## config.mk

```make
export PLATFORM = sky130hd
export DESIGN_NAME = if_fetch2
export DESIGN_NICKNAME = d
export VERILOG_FILES = /design/src/rtl/if_fetch2.sv
export SDC_FILE = /design/constraint.sdc
export NUM_CORES = 1
export LEC_CHECK = 0
export BUFFER_PORTS_ARGS = -buffer_cell sky130_fd_sc_hd__buf_4
export CORE_AREA = 2 2 177 179
export DETAILED_ROUTE_END_ITERATION = 7
export DIE_AREA = 0 0 179 181
export MAX_ROUTING_LAYER = met4
export PLACE_DENSITY = 0.59
export SYNTH_ARGS = -nofsm -noshare
export SYNTH_HDL_FRONTEND = slang
export SYNTH_SLANG_ARGS = --single-unit
export TNS_END_PERCENT = 1
```

## constraint.sdc

```tcl
create_clock -name clk -period 4.1 [get_ports clk]
set_input_delay 0.41 -clock clk [delete_from_list [all_inputs] [get_ports clk]]
set_output_delay 0.41 -clock clk [all_outputs]
set_load 0.03 [all_outputs]
```

## src/rtl/if_fetch2.sv

```systemverilog
// if_fetch2: two-wide instruction fetch stage feeding the IF/ID circular buffer.
// It presents an 8-byte-aligned address to the I-cache and splits the returned
// 64-bit word into up to two instructions. The IF/ID write count follows the
// buffer's full/almost-full signals. Execute-stage redirects take priority.
// Optional feature: define IF_PERF_CNT_EN to build the fetched/stall counters.
// When it is not defined, both perf ports are tied to zero.

`ifndef NOOP_INST
`define NOOP_INST 32'h47ff041f
`endif

module if_fetch2 #(
    parameter logic [63:0] RESET_PC = 64'h0
) (
    input  logic        clk,
    input  logic        reset,
    input  logic        if_enable,
    input  logic        ex_take_branch,
    input  logic [63:0] ex_target_pc,
    input  logic [63:0] Icache2proc_data,
    input  logic        Icache2proc_valid,
    input  logic        ifid_full,
    input  logic        ifid_full_almost,
    output logic [63:0] proc2Icache_addr,
    output logic [63:0] if_NPC_out1,
    output logic [63:0] if_NPC_out2,
    output logic [31:0] if_IR_out1,
    output logic [31:0] if_IR_out2,
    output logic        if_valid_inst_out1,
    output logic        if_valid_inst_out2,
    output logic        din1_en,
    output logic        din2_en,
    output logic [31:0] perf_fetched,
    output logic [31:0] perf_stall
);

    typedef enum logic {FETCH, MISS} state_t;

    logic [63:0] pc;
    state_t      state, state_nx;
    logic [1:0]  n;

    assign proc2Icache_addr = {pc[63:3], 3'b000};

    // Write count into IF/ID. The guards are in priority order, and full beats almost-full.
    always_comb begin
        n = 2'd2;
        if (reset || !if_enable || ex_take_branch || !Icache2proc_valid || ifid_full)
            n = 2'd0;
        else if (ifid_full_almost || pc[2])
            n = 2'd1;
    end

    // Slot formation. An odd-word PC only has its upper word left in the line.
    always_comb begin
        din1_en            = (n != 2'd0);
        din2_en            = (n == 2'd2);
        if_valid_inst_out1 = din1_en;
        if_valid_inst_out2 = din2_en;
        if_IR_out1         = `NOOP_INST;
        if_IR_out2         = `NOOP_INST;
        if_NPC_out1        = 64'h0;
        if_NPC_out2        = 64'h0;
        if (!reset) begin
            if_NPC_out1 = pc + 64'd4;
            if_NPC_out2 = pc + 64'd8;
        end
        if (din1_en)
            if_IR_out1 = pc[2] ? Icache2proc_data[63:32] : Icache2proc_data[31:0];
        if (din2_en)
            if_IR_out2 = Icache2proc_data[63:32];
    end

    // PC register: redirect wins over sequential advance, and disable freezes it.
    always_ff @(posedge clk) begin
        if (reset)
            pc <= RESET_PC;
        else if (if_enable) begin
            if (ex_take_branch)
                pc <= ex_target_pc;
            else
                pc <= pc + {60'b0, n, 2'b00};
        end
    end

    // FSM state register.
    always_ff @(posedge clk) begin
        if (reset)
            state <= FETCH;
        else
            state <= state_nx;
    end

    // Miss tracking. The address is held by n=0, and late hit data is consumed as in FETCH.
    always_comb begin
        state_nx = state;
        if (if_enable) begin
            case (state)
                FETCH: if (!ex_take_branch && !Icache2proc_valid) state_nx = MISS;
                MISS:  if (Icache2proc_valid || ex_take_branch)   state_nx = FETCH;
                default: state_nx = FETCH;
            endcase
        end
    end

`ifdef IF_PERF_CNT_EN
    logic [31:0] fetched_q, stall_q;

    // Saturating performance counters for instructions written and non-redirect stalls.
    always_ff @(posedge clk) begin
        if (reset) begin
            fetched_q <= 32'h0;
            stall_q   <= 32'h0;
        end else if (if_enable) begin
            if (fetched_q > 32'hFFFF_FFFF - {30'b0, n})
                fetched_q <= 32'hFFFF_FFFF;
            else
                fetched_q <= fetched_q + {30'b0, n};
            if (!ex_take_branch && n == 2'd0 && stall_q != 32'hFFFF_FFFF)
                stall_q <= stall_q + 32'd1;
        end
    end

    assign perf_fetched = fetched_q;
    assign perf_stall   = stall_q;
`else
    assign perf_fetched = 32'h0;
    assign perf_stall   = 32'h0;
`endif

endmodule

```

Word-level counts from Yosys, hierarchy flattened
Index checks and enable logic that the tools add are counted.
{"block": "word_totals", "ff_bits": 64, "latch_bits": 0, "ramBits": 0, "romBits": 0, "input_bits": 135, "output_inout_bits": 324, "mem_count": 0}
{"block": "op_classes", "n_addsub": 3, "multipliers": 0, "div_mod_pow": 0, "magnitude_cmp": 0, "n_eq_ne": 1, "n_shift": 0, "mux": 8, "n_bitwise": 0, "reduce_logical": 8}
{"cell": "$mux 64", "n": 3}
{"cell": "$mux 32", "n": 3}
{"cell": "$add 64x3->64 const B", "n": 1}
{"cell": "$add 64x4->64", "n": 1}
{"cell": "$add 64x4->64 const B", "n": 1}
{"cell": "$logic_or 1x1->1", "n": 5}
{"cell": "$mux 2", "n": 2}
{"cell": "$eq 2x2->1 const B", "n": 1}
{"cell": "$logic_not 1->1", "n": 2}
{"cell": "$reduce_bool 2->1", "n": 1}

Logic depth before layout (Yosys ltp)
{"block": "logic_depth", "depth_word": 8, "mapped_depth": 14, "depth_no_buf": 12}

Least setup slack after synthesis
Ideal clock, no wire load.
{"block": "synth_timing", "path_kind": "reg-to-reg", "start": "register pc[2]", "end": "register pc[61]", "setup_ns": 0.067, "t_arrival_ns": 3.354, "required_ns": 4.033, "setup_slack_ns": 0.678, "path_stages_with_launch": 13, "synth_period_minus_slack_ns": 3.422, "path_cell_list": "dfxtp_1 clkbuf_1 buf_1 clkbuf_1 nor3_1 ha_1 a21o_1 nand3_1 or3_1 buf_2 or4_1 a21o_1 o21ai_2"}
{"block": "synth_via", "elab_chain_len": 5}
{"item": "start, declared", "line_no": "39", "text": "logic [63:0] pc;"}
{"item": "start signal, assigned", "line_no": "80", "text": "pc <= ex_target_pc;"}
{"item": "start signal, assigned", "line_no": "82", "text": "pc <= pc + {60'b0, n, 2'b00};"}
{"item": "$logic_or 1x1->1", "line_no": "50", "text": "else if (ifid_full_almost || pc[2])"}
{"item": "$mux 2", "line_no": "50"}
{"item": "$mux 2", "line_no": "48", "text": "if (reset || !if_enable || ex_take_branch || !Icache2proc_valid || ifid_full)"}
{"item": "$add 64x4->64 *", "line_no": "82"}
{"item": "$mux 64 *", "line_no": "79", "text": "if (ex_take_branch)"}
Mark *: on every way between the ends. The rest lies on a longest branch, timed or not.
A chain may end at the register's enable or synchronous reset.

Final worst setup path
{"block": "layout_timing", "start": "register pc[31]", "end": "output port if_NPC_out1[57]"}
{"block": "layout_via", "elab_chain_len": 2}
{"item": "$add 64x3->64", "line_no": "65", "text": "if_NPC_out1 = pc + 64'd4;"}
{"item": "$mux 64", "line_no": "64", "text": "if (!reset) begin"}
{"item": "end, declared", "line_no": "25", "text": "output logic [63:0] if_NPC_out1,"}
Every way passes these cells.

==> results.md <==
* Run status: finished clean
* Largest registers: pc x64
* Highest Clock Rate at 250.0 MHz
* Clock network latency to the later pin of the worst-skew pair at 360 ps
* Total gr overflow at 0
* Number of vias in the routed layout at 11140
* Crit path launch type: register
* CP Class: reg -> out
* Post-route DRC violation count at 0
* Number of enable flip-flop cells after synthesis at 0
* Post-layout nets at 1758
* Post-CTS repair timing setup buffer count at 0
* Antenna Diode Count at 0
* Slowest cell on crit path: dfxtp_1
* Std cell rows at 64
* Fraction of synthesis flops using an asynchronous set or reset pin at 0%
* Most used flip-flop cell after synthesis: dfxtp_1
* Dpl hpwl at 36.57 mm
* Critical-path maximum fanout at 10
* Launch point of the worst path: pc[31]
* Htree depth at 3
* FF+latch count, synth at 64
* Number of buffer and inverter stages on the critical path at 1
* Max reg flops at 64
* Routed via count divided by cell count at 5.516
* Fin util at 38.65%
* CTS Buffer Depth at 2
* Peak supply drop at 192.6 uV
* Total I/O pin count at 459
* Area occupied by multi-input gates at 0.006216 mm2
* Count of port buffers added during placement at 391
* Unrepaired setup endpoints after global routing: false
* Initial Util at 28.93%
* Layout-stage area growth over the synthesis result at 33.59%
* Initial antenna violation count at 1
* Endpoint type of the worst setup path: output port
* # clock sinks at 64
* Count of unique library cells instantiated by Yosys at 60
* Initial drt markers at 1122
* Commonest cells after routing, fill and taps aside: buf_4, nor2_1, nand2_1
* Sequence of cells on the critical path: nand4_2 > nor4_2 > nand2_1 > or4_4 > or3_1 > a21oi_1 > buf_4
* Number of instances in the placed design at 2003
* Die area at 0.03240 mm2
* Setup-violating endpoint count in the final report at 0
* Data required, critical path at 3690 ps
* Hold buffers post-CTS at 0
* Layout cell share with drive strength beyond 1 at 30.07%
* TritonCTS clock tree: yes
* Period utilisation layout at 97.55%
* Fill cell total of the finished layout at 3282
* Top Family by Delay on Critical Path: simple AND/OR/NAND/NOR gates
* Relative slew margins at 31.79%
* Synthesized netlist cell count at 1350
* Startpoint of the worst register-to-register path: pc[31]
* Final critical delay including setup and external delays at 3999 ps
* Hold path start: ex_target_pc[0]
* GRT Total Usage at 28.58%
* First-pass iteration count of the detailed router at 7
* Pin count of the biggest net entering global routing at 195
* Width of the die at 179 um
* Synthesis warning total at 0
* Master cell of the clock root buffer: clkbuf_16
* Delay of the slowest cell on the worst path at 680 ps
* Vias in the first global route at 10480
* Dominant cells by area after synthesis: dfxtp_1, buf_4, nor2_1
* Number of max-slew violations in the final report at 0
* Number of violations of the max-capacitance limit at 0
* Vertical extent of the die at 181 um
* Ratio of total power to cell area at 210.4 mW/mm2
* Leak at 4.748 nW
* Total clock buffers created by CTS at 9
* Class of the tightest hold or removal check: in -> reg
* Worst path arrival time at 3590 ps
* Worst-Margin Slew at 1023 ps
* Core box area at 0.03035 mm2
* Non-filler instance count after layout at 2019
* Final WL at 46.59 mm
* GP Congestion at 0.9709
* Final Hold Vio Count at 0
* Wire length of the first global-routing pass at 67.36 mm
* Register cell area after layout at 0.001282 mm2
* Clock slew seen by the registers of the worst setup and hold paths at 60 ps
* Setup TNS after final layout at 0 ps
* Final antenna-violating net count at 0
* Fin Clk Skew at 11.12 ps
* Most common cell after layout, fill and taps aside: buf_4
* Post-Syn Area per Cell at 6.504 um2
* Fraction of post-synthesis cell area in the top cell type by area at 14.59%
* Cell type with the largest total area after synthesis: dfxtp_1
* Biggest register: pc
* Wire per inst at 23.08 um
* Cell area after technology mapping at 0.008781 mm2
* Sequential-to-total area share from yosys stat at 14.59%
==> kinds of logic (layout without fill, tap and decap cells) <==
| group | count (synthesis) | after routing | share of synthesized area (%) |
|---|---|---|---|
| buf+inv | 268 | 475 | 17.60 |
| compound gates | 247 | 247 | 17.23 |
| fa+ha+maj | 5 | 5 | 0.7980 |
| flops | 64 | 64 | 14.59 |
| other cells | 1 | 67 | 0.04271 |
| simple gates | 633 | 633 | 35.85 |
| xor+xnor | 85 | 85 | 8.478 |
| mux | 47 | 47 | 5.415 |
==> path summary, 6_finish.rpt <==
kind | to | slack, ps | cells after the start
worst min-delay path | pc[0] | 310 | 3
worst min register to register | pc[1] | 450 | 2
worst max-delay path | if_NPC_out1[57] | 100 | 7
worst max register to register | pc[57] | 970 | 6
==> routing by layer <==
metal | GRT usage [%] | wire length (um) | up-vias
met3 | 4.251 | 3602 | 92
met1 | 32.69 | 17390 | 5334
li1 | - | - | 5085
met2 | 50.06 | 23870 | 626
met4 | 10.31 | 1729 | 0
met5 | - | 0 | -
==> area by class of cell <==
class	count	area share [%]
Clock buffer	11	2.155
Clock inverter	5	0.4693
Inverter	9	0.2880
Multi-Input combinational cell	1084	52.99
Sequential cell	64	10.93
Tap cell	396	4.224
Timing Repair Buffer	450	28.94
==> metrics by stage <==
step	setup WS (ps)	hold WS, ps	power, mW	area, um2
after floorplan	678.2	431.8	1.363	9029
after global placement	299.9	444.6	1.632	11420
after detailed placement	306.7	446.7	1.635	11420
after CTS	203.4	308.8	2.466	11730
after global routing	11.49	330.2	2.556	11730
final	100.6	306.7	2.468	11730
==> repair_timing <==
action,4_1_cts,5_1_grt
hold endpoints to repair,0,0
gates resized for setup,1,0
endpoints found under the setup margin,3,0
==> synthesized netlist by cell type (25+ instances only) <==
master / number
nor3_1: 36
clkbuf_1: 94
dfxtp_1: 64
and3_1: 27
or3_1: 37
nand2_1: 141
mux2i_1: 43
xnor2_1: 36
nor4_1: 25
buf_4: 137
nor2_1: 196
nand3_1: 36
xor2_1: 49
a21oi_1: 66
o21ai_0: 76
nand4_1: 58
a22oi_1: 29
==> worst register-to-register path, delay by kind of cell, from the launching register on <==
family / cells / cell delay (ps)
DFF: 1 / 680
AOI/OAI and AO/OA: 1 / 120
and+or+nand+nor: 5 / 2250
==> power breakdown <==
part,internal [mW],switching [mW],total [mW]
clock network,0.502,0.339,0.842
registers,0.657,0.0977,0.755
logic,0.318,0.553,0.872
total,1.48,0.990,2.47
(Power assumes the default switching activity.)
